## src/rtl/draw_pkg.sv

```systemverilog
// ---------------------------------------------------------------------------
// draw_pkg
// Shared definitions for the note-lane drawing logic.
//   - 3-bit {R,G,B} colour codes used on the VGA adapter pixel port
//   - FSM state encoding for the lane redraw sequencer
//   - default lane geometry (left column, pitch, top row)
//   - cnt_w(): counter width for a modulo-n counter (never below 1 bit)
// ---------------------------------------------------------------------------
package draw_pkg;

  localparam logic [2:0] BLACK  = 3'b000;
  localparam logic [2:0] RED    = 3'b100;
  localparam logic [2:0] YELLOW = 3'b110;
  localparam logic [2:0] GREEN  = 3'b010;
  localparam logic [2:0] BLUE   = 3'b001;

  typedef enum logic [1:0] {
    IDLE  = 2'd0,
    ERASE = 2'd1,
    DRAW  = 2'd2,
    DONE  = 2'd3
  } state_e;

  localparam int LANE_X_START = 10;
  localparam int LANE_X_STEP  = 10;
  localparam int LANE_Y_ROW   = 112;

  function automatic int cnt_w(input int n);
    return (n > 1) ? $clog2(n) : 1;
  endfunction

endpackage

```

## src/rtl/square_pixel_walker.sv

```systemverilog
// ---------------------------------------------------------------------------
// square_pixel_walker
// Three nested wrap-around counters that visit every pixel of every square:
// px (column, innermost), py (row), sq (square index, outermost).
// Ports:
//   clk, resetn      clock, asynchronous active-low reset
//   clear            force all counters to 0 (wins over advance)
//   advance          step to the next pixel; wraps carry outward
//   sq, px, py       current square index / column / row
//   last_pixel       current pixel is the bottom-right one of its square
//   last_square      current square is the last one in the lane
// ---------------------------------------------------------------------------
module square_pixel_walker
  import draw_pkg::*;
#(
  parameter int NUM_SQ  = 10,
  parameter int SQ_SIZE = 4,
  localparam int SW = cnt_w(NUM_SQ),
  localparam int PW = cnt_w(SQ_SIZE)
) (
  input  logic          clk,
  input  logic          resetn,
  input  logic          clear,
  input  logic          advance,
  output logic [SW-1:0] sq,
  output logic [PW-1:0] px,
  output logic [PW-1:0] py,
  output logic          last_pixel,
  output logic          last_square
);

  logic [SW-1:0] sq_q, sq_d;
  logic [PW-1:0] px_q, px_d;
  logic [PW-1:0] py_q, py_d;
  logic          px_last, py_last, sq_last;

  assign px_last = (px_q == PW'(SQ_SIZE - 1));
  assign py_last = (py_q == PW'(SQ_SIZE - 1));
  assign sq_last = (sq_q == SW'(NUM_SQ - 1));

  always_comb begin
    sq_d = sq_q;
    px_d = px_q;
    py_d = py_q;
    if (clear) begin
      sq_d = '0;
      px_d = '0;
      py_d = '0;
    end else if (advance) begin
      if (px_last) begin
        px_d = '0;
        if (py_last) begin
          py_d = '0;
          sq_d = sq_last ? '0 : sq_q + 1'b1;
        end else begin
          py_d = py_q + 1'b1;
        end
      end else begin
        px_d = px_q + 1'b1;
      end
    end
  end

  always_ff @(posedge clk or negedge resetn) begin
    if (!resetn) begin
      sq_q <= '0;
      px_q <= '0;
      py_q <= '0;
    end else begin
      sq_q <= sq_d;
      px_q <= px_d;
      py_q <= py_d;
    end
  end

  assign sq          = sq_q;
  assign px          = px_q;
  assign py          = py_q;
  assign last_pixel  = px_last & py_last;
  assign last_square = sq_last;

endmodule

```

## src/rtl/note_lane_draw_ctrl.sv

```systemverilog
// ---------------------------------------------------------------------------
// note_lane_draw_ctrl
// Redraws one row of NUM_SQ notes: an erase pass (all black) then a draw
// pass (red / yellow / black per square), one pixel per clock, no gaps.
// Ports:
//   clk, resetn                       clock, asynchronous active-low reset
//   start                             request a frame (only honoured in IDLE)
//   red_sequence, yellow_sequence     per-square note flags, latched at start
//   busy, done                        status back to the game controller
//   x, y, colour, plot                registered VGA adapter pixel port
// All outputs are registered from the state being executed, so they trail
// the FSM by one cycle: the DONE state shows up as done=1 one cycle later,
// and busy drops the cycle after that.
// ---------------------------------------------------------------------------
module note_lane_draw_ctrl
  import draw_pkg::*;
#(
  parameter int NUM_SQ  = 10,
  parameter int SQ_SIZE = 4,
  parameter int X_START = LANE_X_START,
  parameter int X_STEP  = LANE_X_STEP,
  parameter int Y_ROW   = LANE_Y_ROW
) (
  input  logic              clk,
  input  logic              resetn,
  input  logic              start,
  input  logic [NUM_SQ-1:0] red_sequence,
  input  logic [NUM_SQ-1:0] yellow_sequence,
  output logic              busy,
  output logic              done,
  output logic [7:0]        x,
  output logic [6:0]        y,
  output logic [2:0]        colour,
  output logic              plot
);

  localparam int SW = cnt_w(NUM_SQ);
  localparam int PW = cnt_w(SQ_SIZE);

  state_e            state_q;
  logic [NUM_SQ-1:0] red_snap_q, yellow_snap_q;
  logic              busy_q, done_q, plot_q;
  logic [7:0]        x_q;
  logic [6:0]        y_q;
  logic [2:0]        colour_q;

  logic [SW-1:0]     sq;
  logic [PW-1:0]     px, py;
  logic              last_pixel, last_square;
  logic              walking;
  logic [7:0]        x_pix;
  logic [6:0]        y_pix;
  logic [2:0]        colour_pix;

  assign walking = (state_q == ERASE) || (state_q == DRAW);

  // Counters sit at 0 while idle so every pass starts at square 0, pixel 0;
  // at the end of a pass they wrap to 0 on their own.
  square_pixel_walker #(
    .NUM_SQ  (NUM_SQ),
    .SQ_SIZE (SQ_SIZE)
  ) u_walker (
    .clk         (clk),
    .resetn      (resetn),
    .clear       (state_q == IDLE),
    .advance     (walking),
    .sq          (sq),
    .px          (px),
    .py          (py),
    .last_pixel  (last_pixel),
    .last_square (last_square)
  );

  // Full-width arithmetic, then truncate to the adapter's coordinate widths.
  assign x_pix = 8'(X_START + int'(sq) * X_STEP + int'(px));
  assign y_pix = 7'(Y_ROW + int'(py));

  always_comb begin
    colour_pix = BLACK;
    if (state_q == DRAW) begin
      if (red_snap_q[sq])         colour_pix = RED;
      else if (yellow_snap_q[sq]) colour_pix = YELLOW;
    end
  end

  always_ff @(posedge clk or negedge resetn) begin
    if (!resetn) begin
      state_q       <= IDLE;
      red_snap_q    <= '0;
      yellow_snap_q <= '0;
      busy_q        <= 1'b0;
      done_q        <= 1'b0;
      plot_q        <= 1'b0;
      x_q           <= '0;
      y_q           <= '0;
      colour_q      <= BLACK;
    end else begin
      busy_q <= (state_q != IDLE);
      done_q <= (state_q == DONE);
      plot_q <= walking;
      // Pixel registers hold their last value whenever nothing is plotted.
      if (walking) begin
        x_q      <= x_pix;
        y_q      <= y_pix;
        colour_q <= colour_pix;
      end
      case (state_q)
        IDLE: begin
          if (start) begin
            red_snap_q    <= red_sequence;
            yellow_snap_q <= yellow_sequence;
            state_q       <= ERASE;
          end
        end
        ERASE: if (last_pixel && last_square) state_q <= DRAW;
        DRAW:  if (last_pixel && last_square) state_q <= DONE;
        DONE:  state_q <= IDLE;
        default: state_q <= IDLE;
      endcase
    end
  end

  assign busy   = busy_q;
  assign done   = done_q;
  assign plot   = plot_q;
  assign x      = x_q;
  assign y      = y_q;
  assign colour = colour_q;

endmodule

```

## config.mk

```make
export PLATFORM = sky130hd
export DESIGN_NAME = note_lane_draw_ctrl
export DESIGN_NICKNAME = d
export VERILOG_FILES = /design/src/rtl/draw_pkg.sv /design/src/rtl/square_pixel_walker.sv /design/src/rtl/note_lane_draw_ctrl.sv
export SDC_FILE = /design/constraint.sdc
export NUM_CORES = 1
export LEC_CHECK = 0
export ABC_AREA = 1
export BUFFER_PORTS_ARGS = -buffer_cell sky130_fd_sc_hd__buf_2
export CORE_UTILIZATION = 31
export CTS_CLUSTER_SIZE = 12
export DETAILED_ROUTE_END_ITERATION = 8
export SYNTH_ARGS = -nofsm -noshare
export SYNTH_HDL_FRONTEND = slang
export SYNTH_SLANG_ARGS = --single-unit
```

## constraint.sdc

```tcl
create_clock -name clk -period 2.5 [get_ports clk]
set_input_delay 0.125 -clock clk [delete_from_list [all_inputs] [get_ports clk]]
set_output_delay 0.125 -clock clk [all_outputs]
set_load 0.02 [all_outputs]
```

# Word-level counts from Yosys, hierarchy flattened
# Index checks and enable logic that the tools add are counted.
# word_totals
reg_bits,51
latch_bits,0
ram_bits,0
romBits,0
input_bits,23
out_inout_bits,21
elab_cells,64
memories,0
# op_classes
add_sub_neg,6
n_mul,1
div_mod_pow,0
order_cmp,1
eq_ne,9
shifts,0
n_mux,23
n_bitwise,1
n_reduce_logical,11
# ops
operator,n
two-way mux 2 bit,10
two-way mux 4 bit,5
two-way mux 3 bit,3
adder 4 x 8 -> 8 bit (first input constant),1
adder 8 x 2 -> 8 bit,1
binary-select mux 1 bit (select 4 bit),2
equality test 2 bit (second input constant),4
case mux 2 bit (4 select lines),1
nonzero test 2 bit,4
adder 7 x 2 -> 7 bit (first input constant),1
multiplier 4 x 3 -> 7 bit (second input constant),1
AND reduction 3 bit,2
less-than comparator 4 x 5 -> 1 bit (second input constant),1
adder 2 x 1 -> 2 bit (second input constant),2
adder 4 x 1 -> 4 bit (second input constant),1
equality test 4 bit (second input constant),1
inequality test 2 x 1 -> 1 bit (second input constant),2
AND reduction 2 bit,2
equality test 2 x 1 -> 1 bit (second input constant),1
zero test 2 bit,1
two-way mux 1 bit,2
inequality test 2 bit (second input constant),1
AND 1 bit,1
logical AND 1 bit,1
logical OR 1 bit,1

# Logic depth before layout (Yosys ltp)
# Gate-level depths: netlist (run 1).
# logic_depth
word_depth,6
depth_mapped,11
ltp_nobuf,10

# Hierarchy
# Synthesis (run 1) repeated with hierarchy kept, for this count alone.
# unflattened
hier_cells,281
area_unflattened_um2,2394.8
# by_module_without_submodules
module,n_inst,cells_each,area_per_inst_um2,seq_area_each_um2
note_lane_draw_ctrl,1,224,1954.4,950.9
square_pixel_walker,1,57,440.4,200.2

# Worst setup path before layout (run 1)
# Ideal clock, no wire load.
# synth_timing
path_type,register to register
startpoint,reg u_walker.sq_q[1] (netlist: u_walker.sq[1])
endpoint,reg x_q[7] (netlist: x[7])
arrival_time_ps,1878
setup_slack_ps,494
path_stages_with_launch,8
n_path_buf,0
period_less_slack_ps,2006
path_cell_list,dfrtp_1 ha_1 ha_1 fa_1 nand2_1 nor2_1 xor2_1 o21ai_0
# synth_between
elab_chain_len,3
# synth_lines
element,line,text
from (decl),square_pixel_walker.sv:32,"logic [SW-1:0] sq_q, sq_d;"
from (signal assigned),square_pixel_walker.sv:70,sq_q <= sq_d;
multiplier 4 x 3 -> 7 bit,note_lane_draw_ctrl.sv:75,assign x_pix = 8'(X_START + int'(sq) * X_STEP + int'(px));
adder 4 x 8 -> 8 bit,note_lane_draw_ctrl.sv:75,
adder 8 x 2 -> 8 bit,note_lane_draw_ctrl.sv:75,
to (signal assigned),note_lane_draw_ctrl.sv:103,x_q <= x_pix;
to (decl),note_lane_draw_ctrl.sv:43,logic [7:0] x_q;
# Every way passes these cells.
# A chain may end at the register's enable or synchronous reset.

# Worst setup path in the final report (run 1)
# layout_timing
startpoint,reg u_walker.sq_q[3] (netlist: u_walker.sq[3])
endpoint,reg x_q[7] (netlist: x[7])
# Same word-level chain as after synthesis.

==> results.toml, run 1 <==
[outcome]
status = "finished, final reports clean"

[power]
power.leakage_nw = 1.421
powerDensity_mw_per_mm2 = 1222
power.total_mw = 3.327
ir_drop_v = 0.0003983

[clock_tree]
clock-sinks = 46
cts.clk_slew.worst_paths_ns = 0.08
ctsResizeCount = 0
cts-buffers-inserted = 5
cts_tree = "built"
post_cts_buffers = 0
cts_buffer_depth = 2
clkLatencyLatePin_ns = 0.29
root_buffer = "clkbuf_8"
htreeDepth = 2
hold_buffers = 0

[synth]
ys_top_cells_by_count = "nand2_1, dfrtp_1, inv_1"
avgSynthCellArea_um2 = 8.881
synth_top_flop_cell = "dfrtp_1"
synth_warnings = 0
ys_types = 33
post-synth-top-area-cell = "dfrtp_1"
ys_ff_latch = 46
asyncSetResetFlopFracSynth_pct = 100.0
syn_area_mm2 = 0.002354
ys_seq_area_share_pct = 48.91
netlist_top_cells_area = "dfrtp_1, ha_1, nand2_1"
synth_edf_count = 0
yosysMostFrequentCell = "nand2_1"
synth_top_area_share_pct = 48.91
syn_inst = 265

[global_route]
first_global_vias = 1629
grtUsageTotal_pct = 12.37
grt_pass1_wl_um = 7548
grt_max_degree = 47
grt_overflow_total = 0
antenna_found_initial = 0

[final_layout]
final_layout_size_suffix_gt1_share_pct = 20.92
antenna_cells = 0
num-fill-cells = 786
register_area_mm2 = 0.001151
fin_nets = 346
syn2layout_area_growth_pct = 15.68
multiInputGateArea_um2 = 996.0
finish.utilization_pct = 37.34
fin_cells = 405

[route]
first_pass_iters = 4
ant_nets = 0
drt_iter0_drc = 53
drc_errors = 0
via_per_inst = 4.346
wl_per_cell_um = 11.14
vias = 1760
drt-total-wl_um = 4510

[critical_path]
cp-end-kind = "flip-flop"
r2r_cells = 7
cp_slowest_cell = "fa_1"
crit_type = "reg -> reg"
path_cells = "ha_1 -> ha_1 -> fa_1 -> nand2_1 -> nor2_1 -> xor2_1 -> o21ai_0"
arrival_ns = 2.26
worstReg2RegEnd = "x[7]"
r2r_slack_ns = 0.41
startpoint = "u_walker.sq[3]"
cpMostUsedCell = "ha_1"
cp.required_ns = 2.67
cp-start-kind = "flip-flop"
r2r-start = "u_walker.sq[3]"
crit_fanout = 6
slowest_delay_ns = 0.53

[place]
place_ws_ns = 0.4141
dp.cells = 397
dp_hpwl_um = 3252
port_buffers = 40
gp_congestion = 0.7954

[sta]
tightest_slew_ns = 1.032
final.setup_skew_ns = 0.003712
fin_crit_ns = 2.088
report.final.setup_viol = 0
rsz0062_at_grt = "false"
fin_crit_sh_pct = 83.52
setup-tns-final_ns = 0
clock.fmax_ghz = 0.4790
relSlewSlack_pct = 31.20
drv_slew = 0
worst_slack_ns = 0.4121
hold_viol = 0

[die]
die_w_um = 89.13
coreArea_mm2 = 0.007292
fp.dieH_um = 89.13
die_area_mm2 = 0.007944
io_pins = 44
initial_utilization_pct = 32.28
rows = 31

[run]
maxCapViolCount = 0

[min_path]
hold_path_class = "in -> async"
==> routing by layer <==
layer / GRT usage (%) / part of all wire [%]
met2: 19.50 / 44
met1: 16.64 / 50
met3: 3.232 / 4.1
met5: 0 / 0
met4: 3.896 / 1.3
==> critical path, delay by kind of cell, from the launching register on <==
family / cells / cell delay [ns]
adder cells (fa/ha/maj): 3 / 1.07
XOR/XNOR: 1 / 0.14
AO/OA/AOI/OAI: 1 / 0.08
AND/OR/NAND/NOR: 2 / 0.22
flip-flops: 1 / 0.46
==> cell usage in the layout (no fill, tap or decap), drive strengths merged <==
master,count
ha,17
a21oi,18
xor2,2
mux2,3
nor3,1
inv,35
conb,3
o22ai,3
buf,43
o211ai,1
xnor2,3
clkbuf,7
nand2,56
nand3,17
nor2,22
and3,1
or2,1
nand4,1
o21ai,21
o21a,1
o31ai,1
clkinv,2
fa,1
dfrtp,46
==> stage by stage <==
stage | hold WS [ns] | instance area, um2
detailed placement | 0.3640 | 2631
global route | 0.05684 | 2723
floorplan | -0.1706 | 2361
finish | 0.009330 | 2723
CTS | 0.03989 | 2723
global placement | 0.3482 | 2631
==> sequential cells by signal, indices dropped and copies added, names as in the netlist <==
register / cells
red_snap_q: 10
yellow_snap_q: 10
x: 8
u_walker.sq: 4
y: 3
colour: 2
state_q: 2
u_walker.px: 2
u_walker.py: 2
busy: 1
done: 1
plot: 1
==> power breakdown <==
| group | internal [mW] | switching, mW |
|---|---|---|
| combinational | 0.588 | 1.06 |
| clock | 0.223 | 0.245 |
| sequential | 1.07 | 0.144 |
| total | 1.88 | 1.44 |
==> area by class of cell <==
type                    instances  area share [%]
clock inverters                 1          0.1838
repair buffers                 43           8.180
clock buffers                   7           3.171
multi-input cells             173           36.58
well taps                      99           4.550
flip-flops and latches         46           42.28
inverters                      36           5.055
==> logic make-up (layout without fill, tap and decap cells) <==
family | count (synthesis) | count (layout) | share of synthesized area, %
compound gates | 45 | 45 | 11.01
xor+xnor | 5 | 5 | 1.861
fa+ha+maj | 18 | 18 | 9.888
buf+inv | 48 | 87 | 9.090
flops | 46 | 46 | 48.91
mux | 3 | 3 | 1.435
other cells | 1 | 3 | 0.1593
simple gates | 99 | 99 | 17.65
==> worst max-delay path by stage <==
stage	endpoint	slack [ns]	cells past startpoint
2_1_floorplan	x[7]	0.49	7
3_3_place_gp	x[7]	0.48	7
3_5_place_dp	x[7]	0.41	7
4_1_cts	x[7]	0.39	7
5_1_grt	x[7]	0.19	7
6_report	x[7]	0.41	7
Power figures use the tool's default switching activity.
==> run 2: changes to the inputs <==
==> constraint.sdc (replaced) <==
create_clock -name clk -period 2.1 [get_ports clk]
set_input_delay 0.105 -clock clk [delete_from_list [all_inputs] [get_ports clk]]
set_output_delay 0.105 -clock clk [all_outputs]
set_load 0.02 [all_outputs]
==> run 2 against run 1 <==
  * Clock skew is essentially flat
  * Total power increased by 19%
  * Combinational power rose by 24%
  * Critical path depth unchanged
  * Critical path type unchanged
==> results.toml, run 2 (synthesized netlist as in run 1, its figures left out) <==
[outcome]
status = "finished, final reports clean"

[route]
drt_iter0_drc = 43
vias = 1774
via_per_inst = 4.306
drt-total-wl_um = 4372
wl_per_cell_um = 10.61
first_pass_iters = 4
drc_errors = 0
ant_nets = 0

[final_layout]
fin_nets = 354
final_layout_size_suffix_gt1_share_pct = 22.04
final_common_cell = "nand2_1"
syn2layout_area_growth_pct = 17.70
final_cell_mix = "nand2_1, dfrtp_1, buf_2"
multiInputGateArea_um2 = 996.0
register_area_mm2 = 0.001151
antenna_cells = 0
num-fill-cells = 780
fin_cells = 412

[critical_path]
cp-end-kind = "flip-flop"
r2r_cells = 7
crit_fanout = 3
path_cells = "ha_1 -> ha_1 -> fa_1 -> nand2_1 -> nor2_1 -> xor2_1 -> o21ai_0"
arrival_ns = 2.15
cpMostUsedCell = "ha_1"
cp.required_ns = 2.28
crit_type = "reg -> reg"
cp-start-kind = "flip-flop"
cp_slowest_cell = "fa_1"
slowest_delay_ns = 0.52

[sta]
fin_crit_ns = 1.971
final.setup_skew_ns = 0.004048
hold_viol = 0
fin_crit_sh_pct = 93.87
clock.fmax_ghz = 0.5073
setup-tns-final_ns = 0
rsz0062_at_grt = "false"
report.final.setup_viol = 0
drv_slew = 0

[clock_tree]
cts.clk_slew.worst_paths_ns = 0.08
cts_tree = "built"
root_buffer = "clkbuf_8"
clkLatencyLatePin_ns = 0.29
cts_buffer_depth = 2
cts-buffers-inserted = 5
htreeDepth = 2
clock-sinks = 46
post_cts_buffers = 0

[power]
powerDensity_mw_per_mm2 = 1428
p_comb_share_pct = 51.2
p_seq_share_pct = 36.1
ir_drop_v = 0.0003608
power.leakage_nw = 1.449
p_sw_mw = 1.688
p_clk_share_pct = 12.6
switching_share_pct = 42.68
p_int_mw = 2.268

[die]
die_area_mm2 = 0.007944
io_pins = 44
coreArea_mm2 = 0.007292
fp.dieH_um = 89.13
die_w_um = 89.13
initial_utilization_pct = 32.28
rows = 31

[place]
gp_congestion = 0.7727
dp.cells = 404
port_buffers = 40
dp_hpwl_um = 3392

[global_route]
antenna_found_initial = 0
first_global_vias = 1742
grt_pass1_wl_um = 7645
grtUsageTotal_pct = 12.62
grt_max_degree = 27
grt_overflow_total = 0

[min_path]
hold_depth = 2
hold_path_class = "in -> reg"

[run]
maxCapViolCount = 0
==> run 2: changes by cell type in the layout (fill, tap and decap cells not counted) <==
| cell | before | now |
|---|---|---|
| buf_4 | 3 | 10 |
| clkbuf_1 | 1 | 2 |
| clkbuf_8 | 6 | 5 |
| clkinv_2 | 1 | 0 |
| dlygate4sd3_1 | 0 | 1 |
==> run 2: worst paths after layout <==
check / slack, ns / startpoint / endpoint
max reg2reg: 0.13 / u_walker.sq[1] / x[7]
min in group asynchronous: 0.26 / resetn / u_walker.py[1]
min reg2reg: 0.47 / y[0] / y[0]
max in group asynchronous: 1.27 / resetn / yellow_snap_q[5]
max: 0.13 / u_walker.sq[1] / x[7]
min: 0.05 / yellow_sequence[9] / yellow_snap_q[9]
==> run 2: worst max-delay path, delay by kind of cell, from the launching register on <==
family                     cells  cell delay (ns)
adders and majority gates      3             1.04
DFF                            1             0.38
and+or+nand+nor                2             0.21
xor gates and xnor gates       1             0.14
AOI/OAI and AO/OA              1             0.08
==> run 2: cell type report <==
class,instances,share of cell area [%]
clock buffer,7,2.755
inverter,36,4.968
multi-input combinational,173,35.95
sequential,46,41.55
tap,99,4.472
timing repair buffer,51,10.30
==> run 2: per-layer routing <==
layer  share of wire, %  up-vias  track usage [%]
met5                  0        -                0
met1                 49      803            16.41
met4                1.0        0            3.030
li1                   -      931                -
met3                4.0        5            3.786
met2                 46       35            20.68
==> run 2: per-stage QoR <==
step	hold WS [ns]	setup WS (ns)	utilization (%)	power [mW]	instance area, um2
after detailed placement	0.05204	0.1355	36.81	3.515	2684
after global routing	0.02999	0.01943	37.99	4.403	2770
after global placement	0.05097	0.1561	36.81	3.472	2684
after CTS	0.04078	0.1206	37.99	4.031	2770
final	0.04588	0.1288	37.99	3.956	2770
after floorplan	-0.1906	0.09416	-	2.933	2361
==> run 2: timing repair <==
action,CTS,global route
hold buffers,1,0
endpoints found under the hold margin,16,0
resized for setup,0,0
setup endpoints to repair,0,0
==> run 2: power groups by stage <==
stage / registers [mW] / clock network [mW] / logic, mW
after floorplan: 1.60 / 0 / 1.34
final: 1.43 / 0.499 / 2.03
after global routing: 1.48 / 0.565 / 2.36
after CTS: 1.43 / 0.523 / 2.07
after global placement: 1.45 / 0 / 2.03
after detailed placement: 1.45 / 0 / 2.06
